File: config.mk
export PLATFORM = sky130hd
export DESIGN_NAME = nios2_oci_dct_packer
export DESIGN_NICKNAME = d
export VERILOG_FILES = /design/src/rtl/nios2_oci_dct_pkg.sv /design/src/rtl/nios2_oci_dct_outreg.sv /design/src/rtl/nios2_oci_dct_packer.sv
export SDC_FILE = /design/constraint.sdc
export NUM_CORES = 1
export LEC_CHECK = 0
export ABC_AREA = 1
export CAP_MARGIN = 20
export CORE_MARGIN = 2
export CORE_UTILIZATION = 45
export DETAILED_ROUTE_END_ITERATION = 10
export PLACE_DENSITY = 0.72
export SLEW_MARGIN = 20
export SYNTH_ARGS = -nofsm -noshare
export SYNTH_HDL_FRONTEND = slang
export SYNTH_HIERARCHICAL = 1
export SYNTH_SLANG_ARGS = --single-unit
File: constraint.sdc
create_clock -name clk -period 3.08 [get_ports clk]
set_input_delay 0.616 -clock clk [delete_from_list [all_inputs] [get_ports clk]]
set_output_delay 0.616 -clock clk [all_outputs]
set_load 0.005 [all_outputs]
File: src/rtl/nios2_oci_dct_pkg.sv
// Shared definitions for the Nios II OCI trace-capture packer.
// Contents: atom and word geometry, counter and output widths, the
// controller state type, and the "word full" count value.
package nios2_oci_dct_pkg;

  localparam int ATOM_W         = 2;
  localparam int ATOMS_PER_WORD = 15;
  localparam int BUF_W          = ATOM_W * ATOMS_PER_WORD;
  localparam int CNT_W          = 4;
  localparam int TW_W           = CNT_W + BUF_W;

  localparam logic [CNT_W-1:0] CNT_FULL = 4'd15;

  typedef enum logic [1:0] {
    COLLECT = 2'd0,
    DRAIN   = 2'd1,
    ENDED   = 2'd2
  } dct_state_t;

endpackage

File: src/rtl/nios2_oci_dct_outreg.sv
// Single-entry output holding register with a valid/ready handshake.
// Ports:
//   clk, reset_n : clock and asynchronous active-low reset
//   i_load       : capture i_data this cycle (only asserted while o_free)
//   i_data       : packed word {count, buffer}
//   i_ready      : downstream writer accepts when o_valid & i_ready
//   o_valid      : a word is held
//   o_data       : held word, stable while o_valid & !i_ready
//   o_free       : register is empty or is being emptied this cycle
module nios2_oci_dct_outreg
  import nios2_oci_dct_pkg::*;
(
  input  logic            clk,
  input  logic            reset_n,
  input  logic            i_load,
  input  logic [TW_W-1:0] i_data,
  input  logic            i_ready,
  output logic            o_valid,
  output logic [TW_W-1:0] o_data,
  output logic            o_free
);

  logic            r_valid;
  logic [TW_W-1:0] r_data;

  // A new word may replace the current one in the same edge it is accepted.
  assign o_free  = ~r_valid | i_ready;
  assign o_valid = r_valid;
  assign o_data  = r_data;

  // Hold register: load wins, otherwise empty on handshake, otherwise hold.
  always_ff @(posedge clk or negedge reset_n) begin
    if (!reset_n) begin
      r_valid <= 1'b0;
      r_data  <= '0;
    end else if (i_load) begin
      r_valid <= 1'b1;
      r_data  <= i_data;
    end else if (r_valid && i_ready) begin
      r_valid <= 1'b0;
      r_data  <= r_data;
    end else begin
      r_valid <= r_valid;
      r_data  <= r_data;
    end
  end

endmodule

File: src/rtl/nios2_oci_dct_packer.sv
// Trace-capture controller: packs 2-bit trace atoms into a 30-bit buffer,
// hands full or flushed words to the trace-memory writer, and sequences
// end-of-test draining.
// Ports:
//   clk, reset_n       : clock and asynchronous active-low reset
//   trace_enable       : 1 = accept atoms
//   atom_valid/_data   : atom offer; accepted when atom_valid & atom_ready
//   atom_ready         : combinational accept indication
//   flush_req          : level; rising edge requests a partial-word flush
//   flush_done         : one-cycle pulse when a flush completes
//   test_ending        : level; rising edge starts the end-of-test drain
//   test_has_ended     : sticky; all captured trace has left the block
//   tw_valid/_data     : packed word {count, buffer} to the writer
//   tw_ready           : writer accepts when tw_valid & tw_ready
//   dct_buffer/_count  : live capture buffer and atom count
module nios2_oci_dct_packer
  import nios2_oci_dct_pkg::*;
(
  input  logic              clk,
  input  logic              reset_n,
  input  logic              trace_enable,
  input  logic              atom_valid,
  input  logic [ATOM_W-1:0] atom_data,
  output logic              atom_ready,
  input  logic              flush_req,
  output logic              flush_done,
  input  logic              test_ending,
  output logic              test_has_ended,
  output logic              tw_valid,
  output logic [TW_W-1:0]   tw_data,
  input  logic              tw_ready,
  output logic [BUF_W-1:0]  dct_buffer,
  output logic [CNT_W-1:0]  dct_count
);

  dct_state_t       r_state;
  logic [BUF_W-1:0] r_buffer;
  logic [CNT_W-1:0] r_count;
  logic             r_flush_pending;
  logic             r_flush_req_d;
  logic             r_test_ending_d;
  logic             r_flush_done;
  logic             r_test_has_ended;

  logic             w_accept;
  logic [BUF_W-1:0] w_next_buffer;
  logic [CNT_W-1:0] w_next_count;
  logic             w_trigger;
  logic             w_free;
  logic             w_load;
  logic             w_flush_rise;
  logic             w_drain_start;
  logic             w_flush_clear;

  assign atom_ready     = trace_enable & (r_state == COLLECT) & (r_count < CNT_FULL);
  assign w_accept       = atom_valid & atom_ready;
  assign w_flush_rise   = flush_req & ~r_flush_req_d;
  assign w_drain_start  = test_ending & ~r_test_ending_d & (r_state == COLLECT);
  assign w_load         = w_trigger & w_free;
  // A pending flush is satisfied once the buffer is (or is about to be) empty.
  assign w_flush_clear  = r_flush_pending & (w_load | (w_next_count == 4'd0));

  assign flush_done     = r_flush_done;
  assign test_has_ended = r_test_has_ended;
  assign dct_buffer     = r_buffer;
  assign dct_count      = r_count;

  // Buffer/count as they would be after this cycle's accept; hand-off uses these.
  always_comb begin
    w_next_buffer = r_buffer;
    w_next_count  = r_count;
    if (w_accept) begin
      w_next_buffer = {r_buffer[BUF_W-ATOM_W-1:0], atom_data};
      w_next_count  = r_count + 4'd1;
    end else begin
      w_next_buffer = r_buffer;
      w_next_count  = r_count;
    end
    w_trigger = (w_next_count == CNT_FULL) |
                (r_flush_pending & (w_next_count != 4'd0));
  end

  nios2_oci_dct_outreg u_outreg (
    .clk     (clk),
    .reset_n (reset_n),
    .i_load  (w_load),
    .i_data  ({w_next_count, w_next_buffer}),
    .i_ready (tw_ready),
    .o_valid (tw_valid),
    .o_data  (tw_data),
    .o_free  (w_free)
  );

  // Capture state, flush tracking and the end-of-test controller.
  always_ff @(posedge clk or negedge reset_n) begin
    if (!reset_n) begin
      r_state          <= COLLECT;
      r_buffer         <= '0;
      r_count          <= '0;
      r_flush_pending  <= 1'b0;
      r_flush_req_d    <= 1'b0;
      r_test_ending_d  <= 1'b0;
      r_flush_done     <= 1'b0;
      r_test_has_ended <= 1'b0;
    end else begin
      r_flush_req_d   <= flush_req;
      r_test_ending_d <= test_ending;

      if (w_load) begin
        r_buffer <= '0;
        r_count  <= '0;
      end else begin
        r_buffer <= w_next_buffer;
        r_count  <= w_next_count;
      end

      // A new request wins over a completion landing in the same cycle.
      r_flush_pending <= w_flush_rise | w_drain_start |
                         (r_flush_pending & ~w_flush_clear);
      r_flush_done    <= w_flush_clear;

      case (r_state)
        COLLECT: begin
          if (w_drain_start) begin
            r_state <= DRAIN;
          end else begin
            r_state <= COLLECT;
          end
        end
        DRAIN: begin
          if ((r_count == 4'd0) && !tw_valid) begin
            r_state          <= ENDED;
            r_test_has_ended <= 1'b1;
          end else begin
            r_state <= DRAIN;
          end
        end
        ENDED: begin
          r_state          <= ENDED;
          r_test_has_ended <= 1'b1;
        end
        default: begin
          r_state <= COLLECT;
        end
      endcase
    end
  end

endmodule

Word level (Yosys, flattened, before mapping):

Index checks and enable logic that the tools add are counted.

* register bits: 76
* logic and storage cells: 56
* input bits: 9
* output and inout port bits: 72

* multiplexer cells: 11
* bitwise gates (word level): 19
* reductions and logical operators: 10
* equal/unequal tests: 4
* add/sub/neg operators: 1
* $lt $le $gt $ge: 1

Operators with widths (count)
* 30-bit two-way mux: 2
* 1-bit bitwise AND: 10
* 4-bit logical NOT: 2
* 4-bit two-way mux: 2
* 2-bit case mux with 3 select lines: 1
* 1-bit OR: 5
* 4-bit by 1-bit adder with 4-bit output, second input constant: 1
* 4-bit equality test, second input constant: 1
* 4-bit less-than comparator, second input constant: 1
* 1-bit two-way mux: 4
* 1-bit inverter: 4
* 2-bit nonzero test: 2
* 4-bit nonzero test: 1
* 2-bit by 1-bit equality test with 1-bit output, second input constant: 1
* 2-bit equality test, second input constant: 1
* 1-bit logical AND: 2
* 2-bit logical NOT: 1
* 2-bit two-way mux: 1
* 2-bit != test, second input constant: 1
* 1-bit case mux with 2 select lines: 1
* 2-bit AND reduction: 1
* 1-bit logical NOT: 1

Logic depth before layout (Yosys ltp):

Gate-level depths: netlist (run 1).

* depth in word-level cells: 14
* mapped depth: 15
* gate-level depth less buffers: 13

Modules after synthesis:

The synthesis (run 1) kept the hierarchy.

Modules (own cells, without submodules)
* nios2_oci_dct_packer: area an instance 2274.7 um^2, instances 1, sequential area each 1026.0 um^2, cells each 248
* nios2_oci_dct_outreg: area an instance 1375.1 um^2, instances 1, sequential area each 875.8 um^2, cells each 148

Worst setup path after synthesis (run 1):

OpenSTA, ideal clock, no wires.

* path kind: reg2reg
* start: register r_count[0] (netlist: dct_count[0])
* end: register u_outreg.r_data[20] (netlist: u_outreg/o_data[20])
* stages on the path, launching flop included: 14
* path slack: 1.022 ns
* buffers on the path: 2
* library setup time: 0.116 ns
* period minus slack after synthesis: 2.058 ns
* required time: 2.964 ns
* arrival: 1.941 ns
* cell sequence: dfrtp_1 -> ha_1 -> nand2_2 -> nor2_2 -> nor2_2 -> nand3_1 -> nand2_4 -> nand4_2 -> a21oi_1 -> buf_6 -> inv_8 -> buf_8 -> nand2_2 -> nand2_1

* word-level cells in the longest chain between the ends: 8
* elaborated cells between the ends (all ways): 11
* those cells by class: 1 x add/sub; 1 x order compare; 1 x eq/ne; 2 x mux; 5 x bitwise; 1 x reduce/logical

Ends and longest elaborated chain
* start, declared: line nios2_oci_dct_packer.sv:38 `logic [CNT_W-1:0] r_count;`
* start signal, assigned: line nios2_oci_dct_packer.sv:114 `r_count <= w_next_count;`
* 4-bit less-than comparator *: line nios2_oci_dct_packer.sv:55 `assign atom_ready = trace_enable & (r_state == COLLECT) & (r_count < CNT_FULL);`
* 1-bit bitwise AND *: line nios2_oci_dct_packer.sv:55
* via atom_ready: line nios2_oci_dct_packer.sv:24 `output logic atom_ready,`
* 1-bit bitwise AND *: line nios2_oci_dct_packer.sv:56 `assign w_accept = atom_valid & atom_ready;`
* 4-bit two-way mux *: line nios2_oci_dct_packer.sv:72 `if (w_accept) begin`
* via w_next_count[3]: line nios2_oci_dct_packer.sv:47 `logic [CNT_W-1:0] w_next_count;`
* 4-bit nonzero test: line nios2_oci_dct_packer.sv:80 `(r_flush_pending & (w_next_count != 4'd0));`
* 1-bit bitwise AND: line nios2_oci_dct_packer.sv:80
* 1-bit OR *: line nios2_oci_dct_packer.sv:79 `w_trigger = (w_next_count == CNT_FULL) |`
* 1-bit bitwise AND *: line nios2_oci_dct_packer.sv:59 `assign w_load = w_trigger & w_free;`
* via w_load: line nios2_oci_dct_packer.sv:50 `logic w_load;`
* end signal, assigned: line nios2_oci_dct_outreg.sv:38 `r_data <= i_data;`
* end signal, assigned: line nios2_oci_dct_outreg.sv:41 `r_data <= r_data;`
* end signal, assigned: line nios2_oci_dct_outreg.sv:44 `r_data <= r_data;`
* end, declared: line nios2_oci_dct_outreg.sv:24 `logic [TW_W-1:0] r_data;`

The timed path passes the listed nets; every way through them passes the cells marked *.
A chain may end at the register's enable or synchronous reset.

Final worst setup path (run 1):

* start: input port trace_enable
* end: output port atom_ready

* word-level cells in the longest chain between the ends: 2

Ends and longest elaborated chain
* start, declared: line nios2_oci_dct_packer.sv:21 `input logic trace_enable,`
* 1-bit bitwise AND (2 in series): line nios2_oci_dct_packer.sv:55
* end, declared: line nios2_oci_dct_packer.sv:24

Every way passes these cells.

==> impl_metrics.toml, run 1 <==
[placement]
dp_hpwl_um = 5110
placedInstanceArea_um2 = 4460
gp_congestion = 0.843
portBuffers = 80

[routing]
first_iter_violations = 134
drc = 0
dr.pass1.iters = 4
ant_nets = 0
vias = 2775
wl_per_cell_um = 13.0
via_per_inst = 4.78
routed_wirelength_um = 7560

[die]
die_h_um = 94.1
ioPinCount = 81
fp-row-count = 32
start_util_pct = 46.7
core_area_um2 = 7810
die_width_um = 94.1
design.die.area_um2 = 8850

[critical_path]
worstPathCellList = "clkdlybuf4s50_1 -> nand2_1 -> nor2_2 -> clkdlybuf4s50_1"
critPathMaxStageDelay_ps = 540
crit_path_start_kind = "primary input"
crit_required_ps = 2460
worstPathMaxFanout = 4
cpMostUsedCell = "clkdlybuf4s50_1"
arrival_ps = 1910
slowest_stage = "clkdlybuf4s50_1"
end_kind = "output pin"
crit_buf_inv = 2
crit_type = "in2out"
critical_path.top_delay_family = "buffers and inverters"

[cells_and_area]
drive_above_1_share_pct = 21.5
syn_to_final_growth_pct = 28.9
n_antenna_cell = 0
nets = 484
fin_area_um2 = 4700

[sta]
fin_setup_tns_ps = 0
slew_headroom_pct = 38.0
fin_crit_sh_pct = 82.0
finalHoldViolCount = 0
fmax_mhz = 396
grt_setup_unrepaired = "false"
tightest_slew_ps = 929
skew_ps = 14.7
setup_viol = 0
worst_hold_slack_ps = 408
final_max_slew_viol_count = 0
period_minus_slack_ps = 2520

[synthesis]
synth_cell_types = 31
async_flop_share_pct = 100
synth_top_family_by_area = "simple AND/OR/NAND/NOR gates"
avgSynthCellArea_um2 = 9.22
synthAdderAreaFrac_pct = 0.686
synth_nets = 407
synthMuxAreaShare_pct = 0
synth-compound-area-share_pct = 13.3
synth_ff_type = "dfrtp_1"
synthSimpleGateAreaFrac_pct = 22.6
synth-seq-area-share_pct = 52.1
synth-edff-count = 0
netlist_area_um2 = 3650
synthCells = 396
ys_ff_latch = 76
synth_xor_area_share_pct = 0.240
yosys_warnings = 6

[worst_hold_path]
hold_path_class = "in2async"

[clock_network]
clk-insertion-delay-late_ps = 340
cts-root-buf = "clkbuf_8"
clkSinkCount = 76
numCtsBuffers = 9
postCtsSetupBuffers = 0
clockBufferDepth = 2
cts_resized = 0
cts_tree = "built"
clk_pin_slew_ps = 90
ctsHoldBuffers = 0
ctsHtreeMaxLevel = 3

[run]
maxCapViolations = 0

[grt]
grt_pass1_wl_um = 12700
grt_usage_pct = 18.4
grt_max_degree = 77
grt_pass1_vias = 2676
grt.overflow.total = 0
grt_antenna_before_repair = 0

[power_and_ir_drop]
power_leakage_nw = 2.48
max-vdd-ir-drop_uv = 240
power_density_nw_per_um2 = 416
total_power_w = 0.00196

[outcome]
status = "finished, final reports clean"
==> metal layers <==
| layer | vias to the layer above | part of all wire, % | global-route usage (%) |
|---|---|---|---|
| met3 | 13 | 4.1 | 3.29 |
| met2 | 65 | 47 | 28.9 |
| met1 | 1319 | 47 | 24.9 |
| met4 | 0 | 1.9 | 8.09 |
| met5 | - | 0 | 0 |
| li1 | 1378 | - | - |
==> flip-flops by register name, summed over array words and instances, names as in the netlist <==
| register | count |
|---|---|
| dct_buffer | 30 |
| test_has_ended | 1 |
| dct_count | 4 |
| r_state | 2 |
| r_test_ending_d | 1 |
| u_outreg/o_data | 34 |
| u_outreg/o_valid | 1 |
| flush_done | 1 |
| r_flush_req_d | 1 |
| r_flush_pending | 1 |
==> report_power, final <==
part           switching [W]  leakage [nW]  internal [W]
clock               0.000381         0.120      0.000544
combinational      0.0000224          1.38     0.0000109
sequential        0.00000124         0.977       0.00100
==> cells in the mapped netlist, drive strengths merged, types with 2 or more instances <==
cell type | instances | share of area, %
dfrtp | 76 | 52
a21oi | 36 | 8.4
nand4 | 3 | 0.86
nand3 | 5 | 0.82
inv | 58 | 6.2
ha | 2 | 0.69
or2 | 17 | 2.9
buf | 14 | 4.3
clkbuf | 6 | 0.62
nor2 | 7 | 1.5
nand2 | 135 | 16
o21ai | 31 | 4.3
==> metrics by stage <==
step                std cells  setup slack (ps)  util (%)
floorplan                 396              1020         -
global placement          564               524      57.1
detailed placement        564               438      57.1
CTS                       580               540      60.2
global route              580               496      60.2
finish                    580               556      60.2
==> cells by family (layout without fill, tap and decap cells) <==
kind of cell,count (synthesis),count (layout)
AND/OR/NAND/NOR,169,169
buffers and inverters,78,160
XOR/XNOR,1,1
flip-flops,76,76
adder cells (fa/ha/maj),2,2
AO/OA/AOI/OAI,70,70
==> cells in the final DEF, fill, tap and decap left out, types with 3 or more instances in the layout <==
cell type        Yosys  final
nand2_1            115    114
clkdlybuf4s50_1      0     79
dfrtp_1             76     76
inv_1               57     57
o21ai_0             31     31
a21oi_2             28     28
or2_2               17     17
nand2_2             14     15
clkbuf_8             0      9
buf_4                3      7
nand2_4              6      6
nor2_2               5      5
a21oi_1              6      5
nand3_1              4      4
a21oi_4              2      3
bufinv_16            0      3
==> final cells by class <==
| type | count | area (µm²) |
|---|---|---|
| flip-flops and latches | 76 | 1900 |
| fillers | 716 | 3100 |
| inverters | 58 | 225 |
| well taps | 102 | 128 |
| multi-input cells | 242 | 1360 |
| clock inverters | 7 | 124 |
| clock buffers | 9 | 124 |
| repair buffers | 86 | 843 |
==> worst paths after layout <==
kind | endpoint | slack, ps | cells past startpoint | startpoint
worst max register to register | u_outreg/o_data[30] | 790 | 11 | dct_count[0]
worst max-delay path | atom_ready | 560 | 4 | trace_enable
worst min register to register | u_outreg/o_data[2] | 480 | 2 | u_outreg/o_data[2]
worst min-delay path | u_outreg/o_data[20] | 410 | 1 | reset_n
min in group clk | u_outreg/o_data[2] | 480 | 2 | u_outreg/o_data[2]
max in group asynchronous | dct_buffer[4] | 2070 | 1 | reset_n
(Power assumes the default switching activity.)
==> inputs of run 2 (changes only) <==
==> constraint.sdc (replaced) <==
create_clock -name clk -period 2.4 [get_ports clk]
set_input_delay 0.48 -clock clk [delete_from_list [all_inputs] [get_ports clk]]
set_output_delay 0.48 -clock clk [all_outputs]
set_load 0.005 [all_outputs]
==> impl_metrics.toml, run 2 (synthesis gave the netlist of run 1 again) <==
[routing]
drc = 0
wl_per_cell_um = 13.4
via_per_inst = 4.77
routed_wirelength_um = 7960
dr.pass1.iters = 4
ant_nets = 0
first_iter_violations = 121
vias = 2828

[placement]
gp_congestion = 0.866
placedInstanceArea_um2 = 4590
dp_slack_ps = -36.1
portBuffers = 80
dp_hpwl_um = 5370

[cells_and_area]
syn_to_final_growth_pct = 32.1
layout_commonest_cell = "nand2_1"
nets = 497
largest_reg_flops = 34
n_antenna_cell = 0
fin_area_um2 = 4820
most-common-layout-cells = "nand2_1 (114), clkdlybuf4s50_1 (79), dfrtp_1 (75)"
drive_above_1_share_pct = 24.0

[power_and_ir_drop]
intPower_w = 0.00191
max-vdd-ir-drop_uv = 345
power_density_nw_per_um2 = 504
pwr-share-comb_pct = 2.1
p_sw_w = 0.000513
clkPwrFrac_pct = 45.0
swShare_pct = 21.1
p_seq_share_pct = 52.9
power_leakage_nw = 2.53

[run]
maxCapViolations = 0

[grt]
grt_pass1_vias = 2667
grt_pass1_wl_um = 13100
grt_usage_pct = 19.1
grt.overflow.total = 0
grt_antenna_before_repair = 0
grt_max_degree = 45

[critical_path]
arrival_ps = 1840
crit_path_start_kind = "flip-flop"
ff2ff_setup_slack_ps = 320
worstPathMaxFanout = 5
crit_type = "reg2out"
crit_required_ps = 1920
end_kind = "output pin"

[die]
fp-row-count = 32
die_width_um = 94.1
die_h_um = 94.1
start_util_pct = 46.7
design.die.area_um2 = 8850
ioPinCount = 81
core_area_um2 = 7810

[sta]
finalHoldViolCount = 0
fmax_mhz = 430
setup_viol = 0
final_max_slew_viol_count = 0
worst_hold_slack_ps = 124
tightest_slew_ps = 627
slew_headroom_pct = 58.2
grt_setup_unrepaired = "false"
fin_ws_ps = 75.4
period_minus_slack_ps = 2320
skew_ps = 11.6
fin_crit_sh_pct = 96.9

[clock_network]
numCtsBuffers = 9
cts_tree = "built"
cts-root-buf = "clkbuf_8"
clk_pin_slew_ps = 90
clkSinkCount = 76
clk-insertion-delay-late_ps = 340
clockBufferDepth = 2
ctsHtreeMaxLevel = 3
ctsHoldBuffers = 0

[worst_hold_path]
hold_path_class = "in2async"

[outcome]
status = "finished, final reports clean"
## run 2: cell types whose count changed in the layout (fill, tap and decap cells not counted), sizes merged
cell	change
inv	-1
bufinv	-1
clkinv	-1
clkbuf	+1
buf	+13
clkinvlp	+2
## run 2: repair_timing
item | in CTS | in global routing
resized for setup | 1 | 1
pin swaps | 0 | 1
setup buffers | 0 | 0
endpoints found under the setup margin | 1 | 1
gates cloned | 0 | 0
## run 2: power by group through the flow
stage / combinational [W] / clock [W] / sequential [W]
3_5_place_dp: 0.0000535 / 0 / 0.00131
6_report: 0.0000508 / 0.00109 / 0.00128
2_1_floorplan: 0.00000275 / 0 / 0.00131
3_3_place_gp: 0.0000527 / 0 / 0.00131
4_1_cts: 0.0000537 / 0.00112 / 0.00128
5_1_grt: 0.0000582 / 0.00118 / 0.00128
## run 2: area by class of cell
cell class                 instances  area, µm²
fill                             714       2990
multi-input combinational        242       1360
sequential                        76       1900
tap                              102        128
timing repair buffer              99        978
clock buffer                      10        138
inverter                          58        225
clock inverter                     6       87.6
## run 2: worst paths after layout
path	start	end	cells after the start
setup / recovery	dct_count[1]	atom_ready	6
hold / removal	reset_n	u_outreg/o_data[15]	1
setup reg to reg	dct_count[1]	u_outreg/o_data[3]	11
hold reg to reg	u_outreg/o_data[15]	u_outreg/o_data[15]	2
max in group asynchronous	reset_n	dct_count[1]	2
min in group clk	u_outreg/o_data[15]	u_outreg/o_data[15]	2
## run 2: worst max-delay path: stages, from the launching register on
cell and delay [ps]:
dfrtp_2 450, ha_2 220, nand2_2 60, nor2_2 40
nor2_2 130, buf_4 130, clkdlybuf4s50_1 480
## run 2: through the flow
| stage | std cells | TNS, ps | total power (W) | util (%) |
|---|---|---|---|---|
| after detailed placement | 577 | -155 | 0.00136 | 58.8 |
| final | 593 | 0 | 0.00243 | 61.7 |
| after CTS | 593 | 0 | 0.00245 | 61.7 |
| after floorplan | 396 | 0 | 0.00131 | - |
| after global placement | 577 | 0 | 0.00136 | 58.8 |
| after global routing | 593 | 0 | 0.00252 | 61.7 |
## run 2: layer usage
layer	GRT usage [%]	part of all wire (%)	vias to the layer above
met3	2.89	4.4	13
met2	30.5	48	79
met1	25.8	45	1335
met4	8.45	1.9	0
met5	0	0	-
li1	-	-	1401
